`src/rtl/rtc_time_core_if.sv`:
```
// rtc_time_core_if: key-pulse inputs and display/strobe outputs of the time core.
// With RTC_ALARM_EN defined the bundle also carries Alarm_hm and Alarm_hit.
interface rtc_time_core_if;
    logic        Set_en, Field_next, Inc, Dec, Mode12;
    logic [23:0] Time_bcd;
    logic        Pm, Blink, Sec_pulse, Day_pulse;
    logic [1:0]  Field_sel;
`ifdef RTC_ALARM_EN
    logic [15:0] Alarm_hm;
    logic        Alarm_hit;
    modport master(output Set_en, Field_next, Inc, Dec, Mode12, Alarm_hm,
                   input Time_bcd, Pm, Field_sel, Blink, Sec_pulse, Day_pulse, Alarm_hit);
    modport slave(input Set_en, Field_next, Inc, Dec, Mode12, Alarm_hm,
                  output Time_bcd, Pm, Field_sel, Blink, Sec_pulse, Day_pulse, Alarm_hit);
`else
    modport master(output Set_en, Field_next, Inc, Dec, Mode12,
                   input Time_bcd, Pm, Field_sel, Blink, Sec_pulse, Day_pulse);
    modport slave(input Set_en, Field_next, Inc, Dec, Mode12,
                  output Time_bcd, Pm, Field_sel, Blink, Sec_pulse, Day_pulse);
`endif
endinterface

```
`src/rtl/rtc_time_core.sv`:
```
// rtc_time_core: 24h time-of-day counter with field-edit set mode and 12h display mapping.
// Optional RTC_ALARM_EN adds an hh:mm:00 alarm compare on counted seconds.
module rtc_time_core #(
    parameter int CLK_FREQ   = 50_000_000,
    parameter int PRESCALE_W = 30
) (
    input  logic           Clk,
    input  logic           Reset_n,
    rtc_time_core_if.slave bus
);
    localparam logic [PRESCALE_W-1:0] LAST      = PRESCALE_W'(CLK_FREQ - 1);
    localparam logic [PRESCALE_W-1:0] HALF_LAST = PRESCALE_W'(CLK_FREQ / 2 - 1);

    typedef enum logic [1:0] {SEC = 2'd0, MIN = 2'd1, HOUR = 2'd2} field_t;

    field_t                field, field_nx;
    logic [PRESCALE_W-1:0] presc, half_cnt;
    logic [5:0]            sec, min, sec_n, min_n;
    logic [4:0]            hour, hour_n, hour_disp;
    logic                  set_q, tick, edit, up, sec_wrap, min_wrap;

    function automatic logic [7:0] to_bcd(input logic [5:0] v);
        return {4'(v / 6'd10), 4'(v % 6'd10)};
    endfunction

    // Field-local wrap; carries between fields are handled by the callers.
    function automatic logic [5:0] wrap(input logic [5:0] v, input logic [5:0] top, input logic inc);
        return inc ? (v == top ? 6'd0 : v + 6'd1) : (v == 6'd0 ? top : v - 6'd1);
    endfunction

    assign tick          = !bus.Set_en && presc == LAST;
    assign edit          = bus.Set_en && (bus.Inc ^ bus.Dec);
    assign up            = tick || bus.Inc;
    assign sec_wrap      = sec == 6'd59;
    assign min_wrap      = min == 6'd59;
    assign bus.Field_sel = field;

    always_comb begin
        sec_n     = (tick || (edit && field == SEC)) ? wrap(sec, 6'd59, up) : sec;
        min_n     = ((tick && sec_wrap) || (edit && field == MIN)) ? wrap(min, 6'd59, up) : min;
        hour_n    = ((tick && sec_wrap && min_wrap) || (edit && field == HOUR)) ?
                    5'(wrap({1'b0, hour}, 6'd23, up)) : hour;
        hour_disp = !bus.Mode12 ? hour : hour == 5'd0 ? 5'd12 : hour > 5'd12 ? hour - 5'd12 : hour;
        field_nx  = !bus.Set_en ? SEC : !bus.Field_next ? field :
                    field == HOUR ? SEC : field_t'(field + 2'd1);
    end

    always_ff @(posedge Clk or negedge Reset_n) begin
        if (!Reset_n) field <= SEC;
        else          field <= field_nx;
    end

    always_ff @(posedge Clk or negedge Reset_n) begin
        if (!Reset_n) begin
            presc         <= '0;
            half_cnt      <= '0;
            sec           <= '0;
            min           <= '0;
            hour          <= '0;
            set_q         <= 1'b0;
            bus.Time_bcd  <= '0;
            bus.Pm        <= 1'b0;
            bus.Blink     <= 1'b0;
            bus.Sec_pulse <= 1'b0;
            bus.Day_pulse <= 1'b0;
`ifdef RTC_ALARM_EN
            bus.Alarm_hit <= 1'b0;
`endif
        end else begin
            presc         <= (bus.Set_en || tick) ? '0 : presc + 1'b1;
            set_q         <= bus.Set_en;
            // Blink phase restarts high on every set-mode entry.
            half_cnt      <= (!bus.Set_en || !set_q || half_cnt == HALF_LAST) ? '0 : half_cnt + 1'b1;
            bus.Blink     <= !bus.Set_en ? 1'b0 : !set_q ? 1'b1 :
                             half_cnt == HALF_LAST ? !bus.Blink : bus.Blink;
            sec           <= sec_n;
            min           <= min_n;
            hour          <= hour_n;
            bus.Time_bcd  <= {to_bcd({1'b0, hour_disp}), to_bcd(min), to_bcd(sec)};
            bus.Pm        <= bus.Mode12 && hour >= 5'd12;
            bus.Sec_pulse <= tick;
            bus.Day_pulse <= tick && sec_wrap && min_wrap && hour == 5'd23;
`ifdef RTC_ALARM_EN
            bus.Alarm_hit <= tick && sec_n == 6'd0 &&
                             {to_bcd({1'b0, hour_n}), to_bcd(min_n)} == bus.Alarm_hm;
`endif
        end
    end
endmodule

```
`src/flat_wrapper.sv`:
```
// flat-port wrapper written by rule: the top's interface ports become plain ports
module rtc_time_core_flat 
#(
    parameter int CLK_FREQ   = 50_000_000,
    parameter int PRESCALE_W = 30
)
  (Clk, Reset_n, bus_Set_en, bus_Field_next, bus_Inc, bus_Dec, bus_Mode12, bus_Time_bcd, bus_Pm, bus_Field_sel, bus_Blink, bus_Sec_pulse, bus_Day_pulse);
  rtc_time_core_if bus_i ();
  input  logic Clk;
  input  logic Reset_n;
  input wire logic [$bits(bus_i.Set_en)-1:0] bus_Set_en;
  input wire logic [$bits(bus_i.Field_next)-1:0] bus_Field_next;
  input wire logic [$bits(bus_i.Inc)-1:0] bus_Inc;
  input wire logic [$bits(bus_i.Dec)-1:0] bus_Dec;
  input wire logic [$bits(bus_i.Mode12)-1:0] bus_Mode12;
  output wire logic [$bits(bus_i.Time_bcd)-1:0] bus_Time_bcd;
  output wire logic [$bits(bus_i.Pm)-1:0] bus_Pm;
  output wire logic [$bits(bus_i.Field_sel)-1:0] bus_Field_sel;
  output wire logic [$bits(bus_i.Blink)-1:0] bus_Blink;
  output wire logic [$bits(bus_i.Sec_pulse)-1:0] bus_Sec_pulse;
  output wire logic [$bits(bus_i.Day_pulse)-1:0] bus_Day_pulse;
  assign bus_i.Set_en = bus_Set_en;
  assign bus_i.Field_next = bus_Field_next;
  assign bus_i.Inc = bus_Inc;
  assign bus_i.Dec = bus_Dec;
  assign bus_i.Mode12 = bus_Mode12;
  assign bus_Time_bcd = bus_i.Time_bcd;
  assign bus_Pm = bus_i.Pm;
  assign bus_Field_sel = bus_i.Field_sel;
  assign bus_Blink = bus_i.Blink;
  assign bus_Sec_pulse = bus_i.Sec_pulse;
  assign bus_Day_pulse = bus_i.Day_pulse;
  rtc_time_core #(.CLK_FREQ(CLK_FREQ), .PRESCALE_W(PRESCALE_W)) u_core (.Clk(Clk), .Reset_n(Reset_n), .bus(bus_i));
endmodule
```
`config.mk`:
```
export PLATFORM = sky130hd
export DESIGN_NAME = rtc_time_core_flat
export DESIGN_NICKNAME = d
export VERILOG_FILES = /design/src/rtl/rtc_time_core_if.sv /design/src/rtl/rtc_time_core.sv /design/src/flat_wrapper.sv
export SDC_FILE = /design/constraint.sdc
export NUM_CORES = 1
export LEC_CHECK = 0
export ABC_AREA = 1
export CAP_MARGIN = 10
export CORE_MARGIN = 2
export CORE_UTILIZATION = 50
export CTS_CLUSTER_SIZE = 20
export DETAILED_ROUTE_END_ITERATION = 8
export GPL_TIMING_DRIVEN = 0
export PLACE_DENSITY = 0.69
export SLEW_MARGIN = 20
export SYNTH_ARGS = -nofsm -noshare
export SYNTH_HDL_FRONTEND = slang
export SYNTH_SLANG_ARGS = --single-unit
```
`constraint.sdc`:
```
create_clock -name Clk -period 6.4 [get_ports Clk]
set_input_delay 1.92 -clock Clk [delete_from_list [all_inputs] [get_ports Clk]]
set_output_delay 1.92 -clock Clk [all_outputs]
set_load 0.03 [all_outputs]
```
==> summary.md, run 1 <==
The run finished with clean final reports. OpenSTA, run right after detailed placement, puts the worst setup slack at 2.62 ns. The type of the worst setup path is reg2out. Headroom to the max-slew limit came out at 65.4%. The net count of the finished layout is 979. Counting cells, the worst reg-to-reg path comes to 15.

The clock-pin slew on the worst setup and hold paths was 0.07 ns; the maximum achievable frequency was 293 MHz. For the finished layout, the period the worst path requires is 3.41 ns. In this run, the number of DRC markers left after iteration 0 of detailed routing was 315. Post-CTS repair changed the size of 0 cells.

The number of top-level pins is 37. The post-route netlist has 5.54% of its cells at a drive strength greater than 1. Synthesis inferred 104 register bits. Clock latency on the worst-skew pair, taken at its later pin, is 0.37 ns.

The congestion estimate from routability-driven global placement came to 0.962. The floorplan die width was 118 µm. The CTS buffer count is 9, and the count of endpoints failing setup in the final report is 0. The register-to-register setup slack was 4.04 ns. Once detail routing completed, the nets flagged for antenna violations numbered 0. Including well taps, the total number of placed cells is 1113. The post-route fraction of the period consumed by the critical path is 53.3%. Worst min-delay path category: reg2reg.

Along the worst path, the maximum fanout reaches 4. The endpoint of the worst hold-timing path was u_core.half_cnt[0]. The warning count from the yosys run was 0.

For the pin with the worst max-slew slack, the measured transition is 0.514 ns. The run gives 51.4% as the initial cell density of the core. In this run the deepest clock path goes through 2 buffers.

The number of buffers and inverters on the critical path was 1. For the endpoint arrival time on the critical path, the log shows 1.49 ns. The tools report the antenna cell count as 0. In this run the clock root is driven by a sky130_fd_sc_hd__clkbuf_16. Top cell family by delay on the critical path: buffers and inverters. Across the routed clock network, the largest skew measured is 0.00880 ns. In the routed layout, each cell is associated on average with a via count of 5.03. Source of the worst register-to-register timing path: u_core.hour[2].

For the number of standard cells in the final layout excluding fillers, the log shows 1129. The tools report the netlist area before placement as 0.00648 mm². The count of hold-fix buffers inserted at cts was 0.

In this run, distinct cell masters in the synthesized netlist total 31. TritonCTS built the clock tree. The die outline height works out to 118 µm.

The tree built by TritonCTS fans out to 104 sinks. In this run the critical register-to-register path is captured at u_core.bus.Time_bcd[19]. Sequential cells were found to cover 40.1% of the synthesized design area. Port buffering added 31 buffers. The logs give 0 for the initial antenna violation count and 2.99 ns for the final setup slack of the worst path.

The number of standard-cell rows in the floorplan was 41; the via count of the first global-routing pass was 5248. The run gives 14600 µm as the routed wire length. The core footprint was 0.0126 mm²; the number of max-slew violations in the final report was 0.

STA puts the critical path data required time at 4.48 ns. The delay of the slowest cell on the worst path was 0.72 ns. The first detailed-routing pass ran for 5 iterations.

The worst setup path is launched from a flip-flop. The final count of hold timing violations was 0; the leakage dissipation was 3.45 nW. The tools report the all-layer global routing usage as 22.1%.

The tools report the number of standard cells after synthesis as 906. The number of cells traversed by the worst hold path was 1. Summed over all nets, the half-perimeter wirelength after detailed placement is 11000 µm. The total of max-cap violations is 0, and the synthesis-to-finish area growth is 13.2%. Mean post-synth cell area: 7.16 µm². The signal on the critical path passes through clkdlybuf4s50_1. Final routed wire length divided by cell count: 12.9 µm.

For this run, design rule violations remaining after detail routing come to 0. The startpoint identified for the worst hold timing path is u_core.half_cnt[0]. Number of levels in the clock H-tree: 3. The power per standard cell area works out to 346 mW/mm². Post-CTS timing repair inserted 0 buffers for setup. The global-route wire length before repair was 24900 µm; the overall via count from detail_route was 5680.

The slowest stage of the critical path is the sky130_fd_sc_hd__clkdlybuf4s50_1 cell. Total power consumption of the routed design: 0.00254 W. The area enclosed by the die boundary came out at 0.0139 mm². Worst IR drop on VDD: 0.280 mV. The total overflow left after global routing is 0.

Entering global routing, the biggest net connects 66 pins. Element type at the critical path end: an output port. Setup repair after global routing left no endpoint under its margin.
-- routing by layer --
layer	wire length (µm)	GRT usage (%)	vias up
li1	-	-	2963
met1	7190	31.6	2568
met2	6510	33.7	131
met3	679	4.02	18
met4	235	7.53	0
met5	0	0	-
-- per-stage QoR --
stage               instance area, µm²  TNS [ns]  hold WS [ns]  utilization [%]
finish                            7340         0         0.534             58.1
global route                      7340         0         0.553             58.1
CTS                               7340         0         0.534             58.1
detailed placement                7050         0         0.516             55.9
global placement                  7020    -58.47         0.512             55.6
floorplan                         6500         0         0.452                -
-- worst max-delay path by stage --
stage	depth (start not counted)	from	slack [ns]	end
2_1_floorplan	13	bus_Mode12	3.22	u_core.bus.Time_bcd[19]
3_3_place_gp	1	Reset_n	-0.57	u_core.presc[23]
3_5_place_dp	8	bus_Set_en	2.62	u_core.sec[2]
4_1_cts	1	u_core.bus.Field_sel[0]	2.96	bus_Field_sel[0]
5_1_grt	8	bus_Set_en	2.86	u_core.sec[2]
6_report	1	u_core.bus.Field_sel[0]	2.99	bus_Field_sel[0]
-- synthesized netlist by cell type --
cell,instances,area (µm²)
sky130_fd_sc_hd__clkinv_1,1,3.75
sky130_fd_sc_hd__ha_1,20,250
sky130_fd_sc_hd__nor4_1,6,37.5
sky130_fd_sc_hd__a21oi_1,16,80.1
sky130_fd_sc_hd__nor2_1,127,477
sky130_fd_sc_hd__inv_1,121,454
sky130_fd_sc_hd__nand2_2,3,18.8
sky130_fd_sc_hd__nor2_2,4,25.0
sky130_fd_sc_hd__nand3_1,90,450
sky130_fd_sc_hd__nand4_1,28,175
sky130_fd_sc_hd__clkbuf_2,2,10.0
sky130_fd_sc_hd__conb_1,1,3.75
sky130_fd_sc_hd__xor2_1,42,368
sky130_fd_sc_hd__nor3b_1,2,15.0
sky130_fd_sc_hd__xnor2_1,10,87.6
sky130_fd_sc_hd__buf_2,5,25.0
sky130_fd_sc_hd__dfrtp_1,104,2600
sky130_fd_sc_hd__clkbuf_1,4,15.0
sky130_fd_sc_hd__mux2_2,1,11.3
sky130_fd_sc_hd__nand2_1,221,830
sky130_fd_sc_hd__o21ai_4,1,16.3
sky130_fd_sc_hd__o22ai_1,2,12.5
sky130_fd_sc_hd__o21ai_1,5,25.0
sky130_fd_sc_hd__or2_2,5,31.3
sky130_fd_sc_hd__buf_6,1,11.3
sky130_fd_sc_hd__a211oi_1,1,7.51
sky130_fd_sc_hd__buf_4,10,75.1
sky130_fd_sc_hd__inv_2,3,11.3
sky130_fd_sc_hd__o21ai_0,23,115
sky130_fd_sc_hd__nand3b_1,2,15.0
sky130_fd_sc_hd__nor3_1,45,225
-- state kept, by name (all words and copies together), names as in the netlist --
register,flops
u_core.bus.Field_sel,2
u_core.bus.Day_pulse,1
u_core.bus.Blink,1
u_core.sec,6
u_core.min,6
u_core.bus.Time_bcd,20
u_core.presc,30
u_core.set_q,1
u_core.bus.Pm,1
u_core.bus.Sec_pulse,1
u_core.half_cnt,30
u_core.hour,5
-- worst reg2reg max path: cells and delay by family (launching register included) --
kind / cells / cell delay, ns
buffers and inverters: 3 / 0.39
AND/OR/NAND/NOR: 10 / 1.06
flip-flops: 1 / 0.41
adder cells (fa/ha/maj): 2 / 0.37
-- placed cells by master (no fill, tap or decap) --
master	n
sky130_fd_sc_hd__nand3_1	90
sky130_fd_sc_hd__clkinv_1	1
sky130_fd_sc_hd__nor3_1	45
sky130_fd_sc_hd__a21oi_1	16
sky130_fd_sc_hd__o21ai_4	1
sky130_fd_sc_hd__conb_1	4
sky130_fd_sc_hd__inv_1	121
sky130_fd_sc_hd__o21ai_0	23
sky130_fd_sc_hd__clkdlybuf4s50_1	30
sky130_fd_sc_hd__clkbuf_2	2
sky130_fd_sc_hd__nor3b_1	2
sky130_fd_sc_hd__mux2_2	1
sky130_fd_sc_hd__buf_16	1
sky130_fd_sc_hd__clkinvlp_4	3
sky130_fd_sc_hd__inv_2	3
sky130_fd_sc_hd__a211oi_1	1
sky130_fd_sc_hd__clkbuf_16	9
sky130_fd_sc_hd__buf_4	10
sky130_fd_sc_hd__buf_2	5
sky130_fd_sc_hd__o21ai_1	5
sky130_fd_sc_hd__nor2_2	4
sky130_fd_sc_hd__buf_6	2
sky130_fd_sc_hd__inv_8	2
sky130_fd_sc_hd__nand3b_1	2
sky130_fd_sc_hd__nand2_1	221
sky130_fd_sc_hd__nor4_1	6
sky130_fd_sc_hd__xor2_1	42
sky130_fd_sc_hd__xnor2_1	10
sky130_fd_sc_hd__dfrtp_1	104
sky130_fd_sc_hd__o22ai_1	2
sky130_fd_sc_hd__nor2_1	127
sky130_fd_sc_hd__ha_1	20
sky130_fd_sc_hd__or2_2	5
sky130_fd_sc_hd__clkbuf_1	4
sky130_fd_sc_hd__nand2_2	3
sky130_fd_sc_hd__nand4_1	28
sky130_fd_sc_hd__inv_6	2
-- kinds of logic after synthesis --
logic type | share of synthesized area (%)
AOI/OAI and AO/OA | 3.96
xor gates and xnor gates | 7.02
adders and majority gates | 3.86
buffers and inverters | 9.34
DFF | 40.1
muxes | 0.174
other | 0.0578
and+or+nand+nor | 35.5
-- where the power goes --
part           internal, W  leakage (nW)  switching [W]
Sequential        0.000777          1.39      0.0000906
Combinational     0.000425          1.93       0.000698
Clock             0.000272         0.133       0.000279
-- final cells by class --
| cell class | count | area, µm² |
|---|---|---|
| Buffer | 22 | 136 |
| Timing Repair Buffer | 32 | 339 |
| Clock buffer | 9 | 225 |
| Tap cell | 172 | 215 |
| Inverter | 125 | 469 |
| Fill cell | 1200 | 5280 |
| Sequential cell | 104 | 2600 |
| Multi-Input combinational cell | 658 | 3290 |
| Clock inverter | 7 | 62.6 |
Power figures use the tool's default switching activity.
==> run 2: changes to the inputs <==
==> constraint.sdc (replaced) <==
create_clock -name Clk -period 3.2 [get_ports Clk]
set_input_delay 0.96 -clock Clk [delete_from_list [all_inputs] [get_ports Clk]]
set_output_delay 0.96 -clock Clk [all_outputs]
set_load 0.03 [all_outputs]
==> results of run 2 <==
Same layout as run 1 (identical final DEF). Status: completed.
Main changes from that run: setup slack after placement 2.62 ns -> 0.380 ns; clock-pin slew on the worst setup and hold paths 0.07 ns -> 0.08 ns; setup slack after layout 2.99 ns -> 0.750 ns; hold slack 0.534 ns -> 0.489 ns; register-to-register setup slack 4.04 ns -> 0.84 ns; total power 0.00254 W -> 0.00508 W; worst IR drop on VDD 0.280 mV -> 0.561 mV
